[config.mk]
export PLATFORM = sky130hd
export DESIGN_NAME = aw_beat_gen
export DESIGN_NICKNAME = d
export VERILOG_FILES = /design/src/rtl/aw_beat_gen.sv
export SDC_FILE = /design/constraint.sdc
export NUM_CORES = 1
export LEC_CHECK = 0
export CAP_MARGIN = 10
export CORE_ASPECT_RATIO = 1.2
export CORE_MARGIN = 4
export CORE_UTILIZATION = 49
export CTS_CLUSTER_DIAMETER = 80
export CTS_CLUSTER_SIZE = 24
export DETAILED_ROUTE_END_ITERATION = 12
export PLACE_DENSITY = 0.87
export SLEW_MARGIN = 25
export SYNTH_ARGS = -nofsm -noshare
export SYNTH_HDL_FRONTEND = slang
export SYNTH_SLANG_ARGS = --single-unit
[constraint.sdc]
create_clock -name clk_rx -period 4.3 [get_ports clk_rx]
set_input_delay 1.075 -clock clk_rx [delete_from_list [all_inputs] [get_ports clk_rx]]
set_output_delay 1.075 -clock clk_rx [all_outputs]
set_load 0.02 [all_outputs]
[src/rtl/aw_beat_gen.sv]
`default_nettype none
// ============================================================================
//  Module      : aw_beat_gen
//  Description : Write-address beat generator on the read side of the AW
//                async FIFO. Pops one buffered AW request at a time and
//                expands it into a per-beat address stream (valid/ready,
//                last flag) for the W-channel merge stage.
//                Optional feature macro: AW_BEAT_GEN_WRAP_EN
//                  defined   -> WRAP bursts wrap inside their aligned window
//                  undefined -> WRAP hardware removed, WRAP treated as INCR
//  Revision    : 1.0 - initial release
// ============================================================================
module aw_beat_gen #(
    parameter int ID_WIDTH   = 4,
    parameter int ADDR_WIDTH = 32,
    parameter int LEN_WIDTH  = 4,
    parameter int SIZE_WIDTH = 3
) (
    input  logic                  clk_rx,
    input  logic                  nrst_rx,
    input  logic                  fifo_empty,
    output logic                  fifo_pop,
    input  logic [ID_WIDTH-1:0]   front_AWID,
    input  logic [ADDR_WIDTH-1:0] front_AWADDR,
    input  logic [LEN_WIDTH-1:0]  front_AWLEN,
    input  logic [SIZE_WIDTH-1:0] front_AWSIZE,
    input  logic [1:0]            front_AWBURST,
    output logic                  beat_valid,
    input  logic                  beat_ready,
    output logic [ID_WIDTH-1:0]   beat_id,
    output logic [ADDR_WIDTH-1:0] beat_addr,
    output logic [SIZE_WIDTH-1:0] beat_size,
    output logic                  beat_last,
    output logic                  busy
);

    localparam logic [1:0]            C_BURST_FIXED = 2'b00;
    localparam logic [ADDR_WIDTH-1:0] C_ADDR_ONE    = ADDR_WIDTH'(1);
    localparam logic [LEN_WIDTH-1:0]  C_LEN_ONE     = LEN_WIDTH'(1);

    typedef enum logic [0:0] {
        ST_IDLE  = 1'b0,
        ST_BURST = 1'b1
    } state_t;

    state_t                state_q;
    logic [ID_WIDTH-1:0]   id_q;
    logic [ADDR_WIDTH-1:0] addr_q;
    logic [ADDR_WIDTH-1:0] addr_d;
    logic [SIZE_WIDTH-1:0] size_q;
    logic [LEN_WIDTH-1:0]  cnt_q;
    logic [1:0]            burst_q;

    logic [ADDR_WIDTH-1:0] w_bytes;
    logic                  w_accept;
    logic                  w_cnt_zero;

`ifdef AW_BEAT_GEN_WRAP_EN
    localparam logic [1:0] C_BURST_WRAP = 2'b10;

    // Wrap window captured once per burst so the per-beat path is a single
    // add and compare.
    logic [ADDR_WIDTH-1:0] lower_q;
    logic [ADDR_WIDTH-1:0] wrap_bytes_q;
    logic [ADDR_WIDTH-1:0] w_front_wrap_bytes;
    logic [ADDR_WIDTH-1:0] w_front_lower;
    logic [ADDR_WIDTH-1:0] w_wrap_sum;

    // Window size = bytes per beat * beat count, base = start aligned to it.
    always_comb begin
        w_front_wrap_bytes = ({{(ADDR_WIDTH-LEN_WIDTH){1'b0}}, front_AWLEN} + C_ADDR_ONE)
                             << front_AWSIZE;
        w_front_lower      = front_AWADDR & ~(w_front_wrap_bytes - C_ADDR_ONE);
    end
`endif

    assign w_bytes    = C_ADDR_ONE << size_q;
    assign w_cnt_zero = (cnt_q == '0);
    assign w_accept   = (state_q == ST_BURST) && beat_ready;

    // Pop when idle with data waiting, or on the last-beat accept so the next
    // burst follows without a bubble. Gated by reset so nothing leaves the
    // FIFO while the block is held in reset.
    assign fifo_pop = nrst_rx && !fifo_empty &&
                      ((state_q == ST_IDLE) || (w_accept && w_cnt_zero));

    assign busy       = (state_q == ST_BURST);
    assign beat_valid = (state_q == ST_BURST);
    assign beat_last  = (state_q == ST_BURST) && w_cnt_zero;
    assign beat_id    = id_q;
    assign beat_addr  = addr_q;
    assign beat_size  = size_q;

    // Next beat address: FIXED holds, INCR steps from the aligned address
    // (so only the first beat can be unaligned), WRAP folds back to the base.
    always_comb begin
        addr_d = (addr_q & ~(w_bytes - C_ADDR_ONE)) + w_bytes;
`ifdef AW_BEAT_GEN_WRAP_EN
        w_wrap_sum = addr_q + w_bytes;
`endif
        if (burst_q == C_BURST_FIXED) begin
            addr_d = addr_q;
        end
`ifdef AW_BEAT_GEN_WRAP_EN
        else if (burst_q == C_BURST_WRAP) begin
            addr_d = (w_wrap_sum == (lower_q + wrap_bytes_q)) ? lower_q : w_wrap_sum;
        end
`endif
    end

    // Burst FSM: load on pop, step counter/address on each accepted beat.
    always_ff @(posedge clk_rx or negedge nrst_rx) begin
        if (!nrst_rx) begin
            state_q      <= ST_IDLE;
            id_q         <= '0;
            addr_q       <= '0;
            size_q       <= '0;
            cnt_q        <= '0;
            burst_q      <= '0;
`ifdef AW_BEAT_GEN_WRAP_EN
            lower_q      <= '0;
            wrap_bytes_q <= '0;
`endif
        end else begin
            case (state_q)
                ST_IDLE: begin
                    if (fifo_pop) begin
                        state_q      <= ST_BURST;
                        id_q         <= front_AWID;
                        addr_q       <= front_AWADDR;
                        size_q       <= front_AWSIZE;
                        cnt_q        <= front_AWLEN;
                        burst_q      <= front_AWBURST;
`ifdef AW_BEAT_GEN_WRAP_EN
                        lower_q      <= w_front_lower;
                        wrap_bytes_q <= w_front_wrap_bytes;
`endif
                    end
                end
                ST_BURST: begin
                    if (w_accept) begin
                        if (w_cnt_zero) begin
                            if (fifo_pop) begin
                                id_q         <= front_AWID;
                                addr_q       <= front_AWADDR;
                                size_q       <= front_AWSIZE;
                                cnt_q        <= front_AWLEN;
                                burst_q      <= front_AWBURST;
`ifdef AW_BEAT_GEN_WRAP_EN
                                lower_q      <= w_front_lower;
                                wrap_bytes_q <= w_front_wrap_bytes;
`endif
                            end else begin
                                state_q <= ST_IDLE;
                            end
                        end else begin
                            cnt_q  <= cnt_q - C_LEN_ONE;
                            addr_q <= addr_d;
                        end
                    end
                end
                default: state_q <= ST_IDLE;
            endcase
        end
    end

endmodule
`default_nettype wire

* Word-level counts from Yosys, hierarchy flattened
Index checks and enable logic that the tools add are counted.
** Storage, ports and cells
- Register bits after elaboration :: 46
- Bits of input ports :: 49
** Cells by class
- Bitwise gates (word level) :: 3
- Equality and inequality tests :: 3
- Reduce and logical (&&, ||, !) cells :: 11
- Shifts and indexed selects :: 1
- $add $sub $neg :: 3
- Mux-type cells :: 25
** Operators by type and width (number)
- $mux W32 :: 4
- $pmux W32 S2 :: 1
- $add A32 B32 Y32 :: 1
- $and A32 B32 Y32 :: 1
- $not A32 Y32 :: 1
- $shl A1 B3 Y32 const A :: 1
- $sub A32 B1 Y32 const B :: 1
- $mux W4 :: 6
- $pmux W4 S2 :: 2
- $mux W3 :: 3
- $mux W2 :: 3
- $pmux W3 S2 :: 1
- $logic_and A1 B1 Y1 :: 5
- $logic_not A4 Y1 :: 1
- $ne A2 B1 Y1 const B :: 2
- $pmux W2 S2 :: 1
- $reduce_and A2 Y1 :: 2
- $sub A4 B1 Y4 const B :: 1
- $mux W1 :: 3
- $ne A3 B3 Y1 const B :: 1
- $logic_not A2 Y1 :: 1
- $pmux W1 S2 :: 1
- $logic_not A1 Y1 :: 1
- $logic_or A1 B1 Y1 :: 1
- $not A1 Y1 :: 1

* Logic depth before layout (Yosys ltp)
Gate-level depths: netlist (run 1).
- Depth after elaboration :: 9
- Depth in mapped cells :: 13

* Worst setup path before layout (run 1)
Ideal clock, no wire load.
- Path type :: flip-flop to flip-flop
- Start :: reg size_q[0], in the netlist beat_size[0]
- End :: reg addr_q[28], in the netlist beat_addr[28]
- Cell stages (with the launch flop) :: 13
- Slack :: 0.769 ns
- Setup time :: 0.077 ns
- Arrival :: 3.454 ns
- Period minus slack after synthesis :: 3.531 ns
- Path buffers :: 2
- Path through :: dfrtp_1 -> clkbuf_1 -> clkbuf_1 -> or3_1 -> ha_1 -> nand2b_1 -> or3b_2 -> o311a_1 -> o311ai_4 -> nand2_2 -> nor3_1 -> mux2_2 -> o21ai_1
** On the way
- Cells in the longest elaborated chain, start to end :: 9
** Ends and longest elaborated chain
- start: declaration :: RTL line 50 : logic [SIZE_WIDTH-1:0] size_q;
- start signal: assignment :: RTL line 131 : size_q <= front_AWSIZE;
- start signal: assignment :: RTL line 146 : size_q <= front_AWSIZE;
- $shl A1 B3 Y32 (*) :: RTL line 77 : assign w_bytes = C_ADDR_ONE << size_q;
- $sub A32 B1 Y32 :: RTL line 97 : addr_d = (addr_q & ~(w_bytes - C_ADDR_ONE)) + w_bytes;
- $not A32 Y32 :: RTL line 97
- $and A32 B32 Y32 :: RTL line 97
- $add A32 B32 Y32 (*) :: RTL line 97
- $mux W32 (*) :: RTL line 101 : if (burst_q == C_BURST_FIXED) begin
- $mux W32 (*) :: RTL line 142 : if (w_cnt_zero) begin
- $mux W32 (*) :: RTL line 141 : if (w_accept) begin
- $pmux W32 S2 (*) :: RTL line 125 : case (state_q)
- end signal: assignment :: RTL line 130 : addr_q <= front_AWADDR;
- end signal: assignment :: RTL line 145 : addr_q <= front_AWADDR;
- end signal: assignment :: RTL line 158 : addr_q <= addr_d;
- end: declaration :: RTL line 48 : logic [ADDR_WIDTH-1:0] addr_q;
Every way passes the cells marked *; elsewhere a longest branch is shown, timed or not. The select of a mux whose other input is x is not followed.
A chain may end at the register's enable or synchronous reset.

* Final worst setup path (run 1)
- Start :: in beat_ready
- End :: out fifo_pop
** On the way
- Cells in the longest elaborated chain, start to end :: 4
** Ends and longest elaborated chain
- start: declaration :: RTL line 29 : input logic beat_ready,
- $logic_and A1 B1 Y1 :: RTL line 79 : assign w_accept = (state_q == ST_BURST) && beat_ready;
- $logic_and A1 B1 Y1 :: RTL line 85 : ((state_q == ST_IDLE) || (w_accept && w_cnt_zero));
- $logic_or A1 B1 Y1 :: RTL line 85
- $logic_and A1 B1 Y1 :: RTL line 84 : assign fifo_pop = nrst_rx && !fifo_empty &&
- end: declaration :: RTL line 22 : output logic fifo_pop,
No other way between the ends.

==> flow_summary.ini, run 1 <==
[synth]
synth-edff-count = 0
yosys_register_bits = 46
synthesis.area_um2 = 3257
syn_area_per_cell_um2 = 8.204
ys_warn_count = 0
synth_flop_cell = dfrtp_1
synthArstFlopShare_pct = 100.0
yosysSeqAreaShare_pct = 35.34
synth_cells = 397
synthTopCellsByArea = dfrtp_1 35%, nand2_1 7.4%, a21oi_1 3.5%, o22ai_1 2.9%, nor3_1 2.8%
synth_nets = 452
synth_cell_types = 63
yosysTopAreaCell = dfrtp_1
synth_top_area_share_pct = 35.34

[timing]
fin_crit_ns = 3.752
finalCritPeriodShare_pct = 87.26
timing.final.ws_setup_ns = 0.5477
final_max_slew_viol_count = 0
finalSetupViolations = 0
hold_slack_ns = 0.4850
fin_setup_tns_ns = 0
hold_viol = 0
fin_skew_ns = 0.009535
maxSlewHeadroom_pct = 56.67
tightestPinTransition_ns = 0.6484
clock.fmax_mhz = 266.5
rsz0062_at_grt = no

[setup_path]
startpoint_type = input pin
cp-end-kind = output port
crit_required_ns = 3.22
crit_chain = clkdlybuf4s50_1 > nand2b_1 > nand3_1 > inv_1 > clkdlybuf4s50_1
reg2reg_to = beat_addr[28]
reg2reg_slack_ns = 0.70
path_max_fanout = 7
cp-startpoint = beat_ready
crit_type = input pin to output port
crit_slowest_cell = clkdlybuf4s50_1
critPathArrivalTime_ns = 2.68
critPathMostFrequentCell = clkdlybuf4s50_1
worstReg2RegStart = beat_size[1]
r2r_cells = 10
max_stage_delay_ns = 0.60

[drt]
ant_nets = 0
drt_iter0_drc = 155
wirelength_mm = 10.26
post_drt_via_cell_ratio = 6.140
wl_per_cell_um = 17.97
drc_errors = 0
dr.pass1.iters = 4
vias = 3506

[power_and_ir_drop]
p_switching_uw = 1270
swShare_pct = 46.38
p_leak_uw = 0.001730
power_frac_comb_pct = 59.0
seqPwrFrac_pct = 28.9
power_density_nw_per_um2 = 626.1
vdd_drop_max_uv = 293.8
internal-power_uw = 1468
pwr-share-clk_pct = 12.1

[cts]
cts_tree = done
cts_htree_levels = 2
postCtsSetupBuffers = 0
numCtsBuffers = 5
cts_root_buffer = clkbuf_8
ctsLongestPathBuffers = 2
cts_sinks = 46
ctsHoldBuffers = 0
clk_pin_slew_ns = 0.09
clock_latency_ns = 0.30
ctsResizeCount = 0

[die]
fp-row-count = 32
core_region_area_um2 = 6446
ios = 92
die_h_um = 97.31
fp.dieW_um = 82.43
dieArea_um2 = 8021
start_util_pct = 50.52

[status]
status = finished, final reports clean

[hold_path]
min_to = beat_id[3]
worstHoldStart = beat_id[3]
holdPathStages = 2
hp-class = flop to flop

[layout]
nets = 540
fill_cells = 530
drive_gt1_share_pct = 6.790
utilization_pct = 67.86
mostFrequentLayoutCell = clkdlybuf4s50_1
syn2layout_area_growth_pct = 34.31
diodes = 0
final_cell_mix = 90 x clkdlybuf4s50_1, 64 x nand2_1, 46 x dfrtp_1

[placed_design]
portBuffers = 91
dpl.hpwl_mm = 7.507
dp_slack_ns = 0.5334
gp_congestion = 0.9667

[grt]
grt_max_degree = 48
grt_pass1_vias = 3549
grt_pass1_wl_mm = 16.68
grt_overflow_total = 0
antenna_found_initial = 0
grt_usage_pct = 26.00

[flow_run]
drv_cap = 0
[critical path: cells and delay by family]
kind,cells,cell delay [ns]
buffers and inverters,3,1.20
AND/OR/NAND/NOR,2,0.40
[cell type report]
class	instances	area [µm²]	share of cell area, %
clock inverters	2	37.54	0.8581
clock buffers	6	72.57	1.659
flip-flops and latches	46	1151	26.32
inverters	11	41.29	0.9439
multi-input cells	318	1969	45.02
repair buffers	103	996.0	22.77
well taps	85	106.4	2.431
[routing by layer]
| metal | vias to the layer above | GRT usage, % | routed length [µm] | part of all wire, % |
|---|---|---|---|---|
| li1 | 1644 | - | - | - |
| met1 | 1687 | 33.65 | 4155 | 40 |
| met2 | 152 | 42.96 | 5098 | 50 |
| met3 | 23 | 4.267 | 781 | 7.6 |
| met4 | 0 | 8.951 | 228 | 2.2 |
| met5 | - | 0 | 0 | 0 |
[sequential cells by signal, indices dropped and copies added (netlist names)]
register    cells
beat_addr      32
beat_id         4
cnt_q           4
beat_size       3
burst_q         2
beat_valid      1
[cell families after synthesis]
| logic type | count (synthesis) | share of synthesized area (%) |
|---|---|---|
| mux | 2 | 0.6915 |
| buf+inv | 33 | 4.187 |
| fa+ha+maj | 6 | 2.305 |
| flops | 46 | 35.34 |
| simple gates | 178 | 27.39 |
| compound gates | 116 | 25.78 |
| xor+xnor | 16 | 4.303 |
[per-stage QoR]
| step | instance area (µm²) | instances | total power (µW) |
|---|---|---|---|
| 3_3_place_gp | 4264 | 563 | 2336 |
| 3_5_place_dp | 4264 | 563 | 2394 |
| 4_1_cts | 4374 | 571 | 2734 |
| 5_1_grt | 4374 | 571 | 2923 |
| 2_1_floorplan | 3257 | 397 | 1803 |
| 6_report | 4374 | 571 | 2739 |
[worst max-delay path by stage]
| stage | end | cells after the start |
|---|---|---|
| after floorplan | beat_addr[28] | 12 |
| after CTS | fifo_pop | 5 |
| after global placement | fifo_pop | 5 |
| final | fifo_pop | 5 |
| after global routing | fifo_pop | 5 |
| after detailed placement | fifo_pop | 5 |
[synthesized netlist by cell type, types with 10 or more instances]
cell type,n
and3_1,10
nand3_1,15
o21ai_1,11
clkbuf_1,18
inv_1,11
nand2_1,64
nor2_1,23
dfrtp_1,46
o22ai_1,15
a21oi_1,23
nor3_1,18
[power groups by stage]
stage          logic, µW  registers, µW  clock network [µW]
6_report            1620            791                 331
2_1_floorplan        918            885                   0
3_5_place_dp        1600            789                   0
4_1_cts             1610            784                 338
3_3_place_gp        1550            782                   0
5_1_grt             1760            817                 349
No activity file was read; power rests on OpenSTA's default activity.
==> run 2, diff against run 1 <==
--- a/config.mk
+++ b/config.mk
@@ -5,14 +5,15 @@
 export SDC_FILE = /design/constraint.sdc
 export NUM_CORES = 1
 export LEC_CHECK = 0
+export ABC_AREA = 1
 export CAP_MARGIN = 10
 export CORE_ASPECT_RATIO = 1.2
 export CORE_MARGIN = 4
-export CORE_UTILIZATION = 49
+export CORE_UTILIZATION = 50
 export CTS_CLUSTER_DIAMETER = 80
 export CTS_CLUSTER_SIZE = 24
 export DETAILED_ROUTE_END_ITERATION = 12
-export PLACE_DENSITY = 0.87
+export PLACE_DENSITY = 0.85
 export SLEW_MARGIN = 25
 export SYNTH_ARGS = -nofsm -noshare
 export SYNTH_HDL_FRONTEND = slang
==> flow_summary.ini, run 2 <==
[setup_path]
cp-end-kind = output port
r2r_cells = 13
crit_end = fifo_pop
cp-startpoint = beat_ready
crit_type = input pin to output port
path_max_fanout = 8
reg2reg_slack_ns = 1.33
critPathArrivalTime_ns = 2.60
worstReg2RegStart = cnt_q[0]
crit_required_ns = 3.22
reg2reg_to = beat_addr[0]
startpoint_type = input pin

[drt]
wirelength_mm = 12.27
post_drt_via_cell_ratio = 5.577
wl_per_cell_um = 15.67
ant_nets = 0
vias = 4367
drc_errors = 0
drt_iter0_drc = 363
dr.pass1.iters = 5

[timing]
finalSetupViolations = 0
fin_crit_ns = 3.676
rsz0062_at_grt = no
finalCritPeriodShare_pct = 85.49
clock.fmax_mhz = 272.0
fin_setup_tns_ns = 0
final_max_slew_viol_count = 0
maxSlewHeadroom_pct = 56.11
tightestPinTransition_ns = 0.6523
timing.final.ws_setup_ns = 0.6240
fin_skew_ns = 0.007622
hold_viol = 0

[grt]
grt_overflow_total = 0
antenna_found_initial = 0
grtUsageMet3_pct = 3.206
grt_pass1_wl_mm = 20.37
top_usage_layer = met2
grt_usage_pct = 27.04
grt_util_met2_pct = 46.68
grt_max_degree = 47
grt_pass1_vias = 4349
use_met1_pct = 33.69

[cts]
cts_root_buffer = clkbuf_8
ctsLongestPathBuffers = 2
cts_tree = done
ctsResizeCount = 0
cts_htree_levels = 2
postCtsSetupBuffers = 0
clock_latency_ns = 0.31
ctsHoldBuffers = 0
cts_sinks = 46
numCtsBuffers = 5
clk_pin_slew_ns = 0.09

[layout]
largest_reg_flops = 32
utilization_pct = 64.76
mostFrequentLayoutCell = nand2_1
final_cell_mix = 163 x nand2_1, 90 x clkdlybuf4s50_1, 86 x inv_1
nets = 745
diodes = 0
drive_gt1_share_pct = 9.696
syn2layout_area_growth_pct = 25.64
fill_cells = 705

[die]
fp-row-count = 35
ios = 92
dieArea_um2 = 9441
core_region_area_um2 = 7707
die_h_um = 105.6
start_util_pct = 51.54
fp.dieW_um = 89.37

[power_and_ir_drop]
p_leak_uw = 0.002397
power.total_uw = 3556
vdd_drop_max_uv = 486.5
power_density_nw_per_um2 = 712.5

[hold_path]
hp-class = flop to flop
holdPathStages = 2

[synth]
yosysSeqAreaShare_pct = 28.98
synthesis.area_um2 = 3973
syn_area_per_cell_um2 = 6.566
ys_warn_count = 0
synth_nets = 660
synth_cells = 605
synth.most_common_cell = nand2_1
synthArstFlopShare_pct = 100.0
synth_top_area_share_pct = 28.98
yosys_register_bits = 46
synth_cell_types = 44
yosys-top-cells-count = 163 x nand2_1, 86 x inv_1, 52 x nor2_1
synth-edff-count = 0
yosysTopAreaCell = dfrtp_1
synthTopCellsByArea = dfrtp_1 29%, nand2_1 15%, inv_1 8.1%, nand3_1 6.0%, nor2_1 4.9%
synth_flop_cell = dfrtp_1

[status]
status = finished, final reports clean

[placed_design]
dp_slack_ns = 0.6323
dpl.hpwl_mm = 9.113
portBuffers = 91
gp_congestion = 0.9101

[flow_run]
drv_cap = 0
-- run 2: stage by stage --
stage                     area, µm²  cells  hold WS [ns]
after global routing           4991    783        0.5207
after CTS                      4991    783        0.4979
after floorplan                3973    605        0.4651
final                          4991    783        0.4924
after global placement         4882    775        0.4660
after detailed placement       4882    775        0.4750
-- run 2: report_power, final --
group / total [µW] / leakage [µW] / internal [µW] / switching (µW)
combinational: 2330 / 0.00180 / 883 / 1450
clock: 329 / 0.0000579 / 171 / 158
sequential: 897 / 0.000542 / 631 / 267
-- run 2: logic make-up after synthesis --
kind of cell	count (synthesis)	synth area share, %
buffers and inverters	113	13.04
DFF	46	28.98
adders and majority gates	6	1.890
xor gates and xnor gates	7	1.543
and+or+nand+nor	338	39.78
AOI/OAI and AO/OA	95	14.77
-- run 2: worst max-delay path, cell delays in order --
cell and delay, ns:
clkdlybuf4s50_1 0.46, nor2_1 0.05, inv_1 0.18, nand3_1 0.13, clkinv_1 0.10, clkdlybuf4s50_1 0.60
-- run 2: cell type report --
cell class,count,area (µm²),share of cell area [%]
multi-input cells,446,2303,46.15
clock inverters,3,40.04,0.8022
repair buffers,98,958.4,19.20
inverters,93,354.1,7.095
clock buffers,5,68.82,1.379
well taps,92,115.1,2.306
flip-flops and latches,46,1151,23.06
-- run 2: metal layers --
layer | part of all wire, % | routed length [µm]
met3 | 4.9 | 599
met1 | 41 | 4988
met2 | 52 | 6369
met5 | 0 | 0
met4 | 2.6 | 314
-- run 2: worst min-delay path by stage --
stage | from | end | slack, ns
final | beat_id[1] | beat_id[1] | 0.49
after global placement | beat_id[0] | beat_id[0] | 0.47
after floorplan | cnt_q[3] | cnt_q[3] | 0.47
after CTS | beat_id[1] | beat_id[1] | 0.50
after global routing | beat_id[2] | beat_id[2] | 0.52
after detailed placement | beat_id[1] | beat_id[1] | 0.48
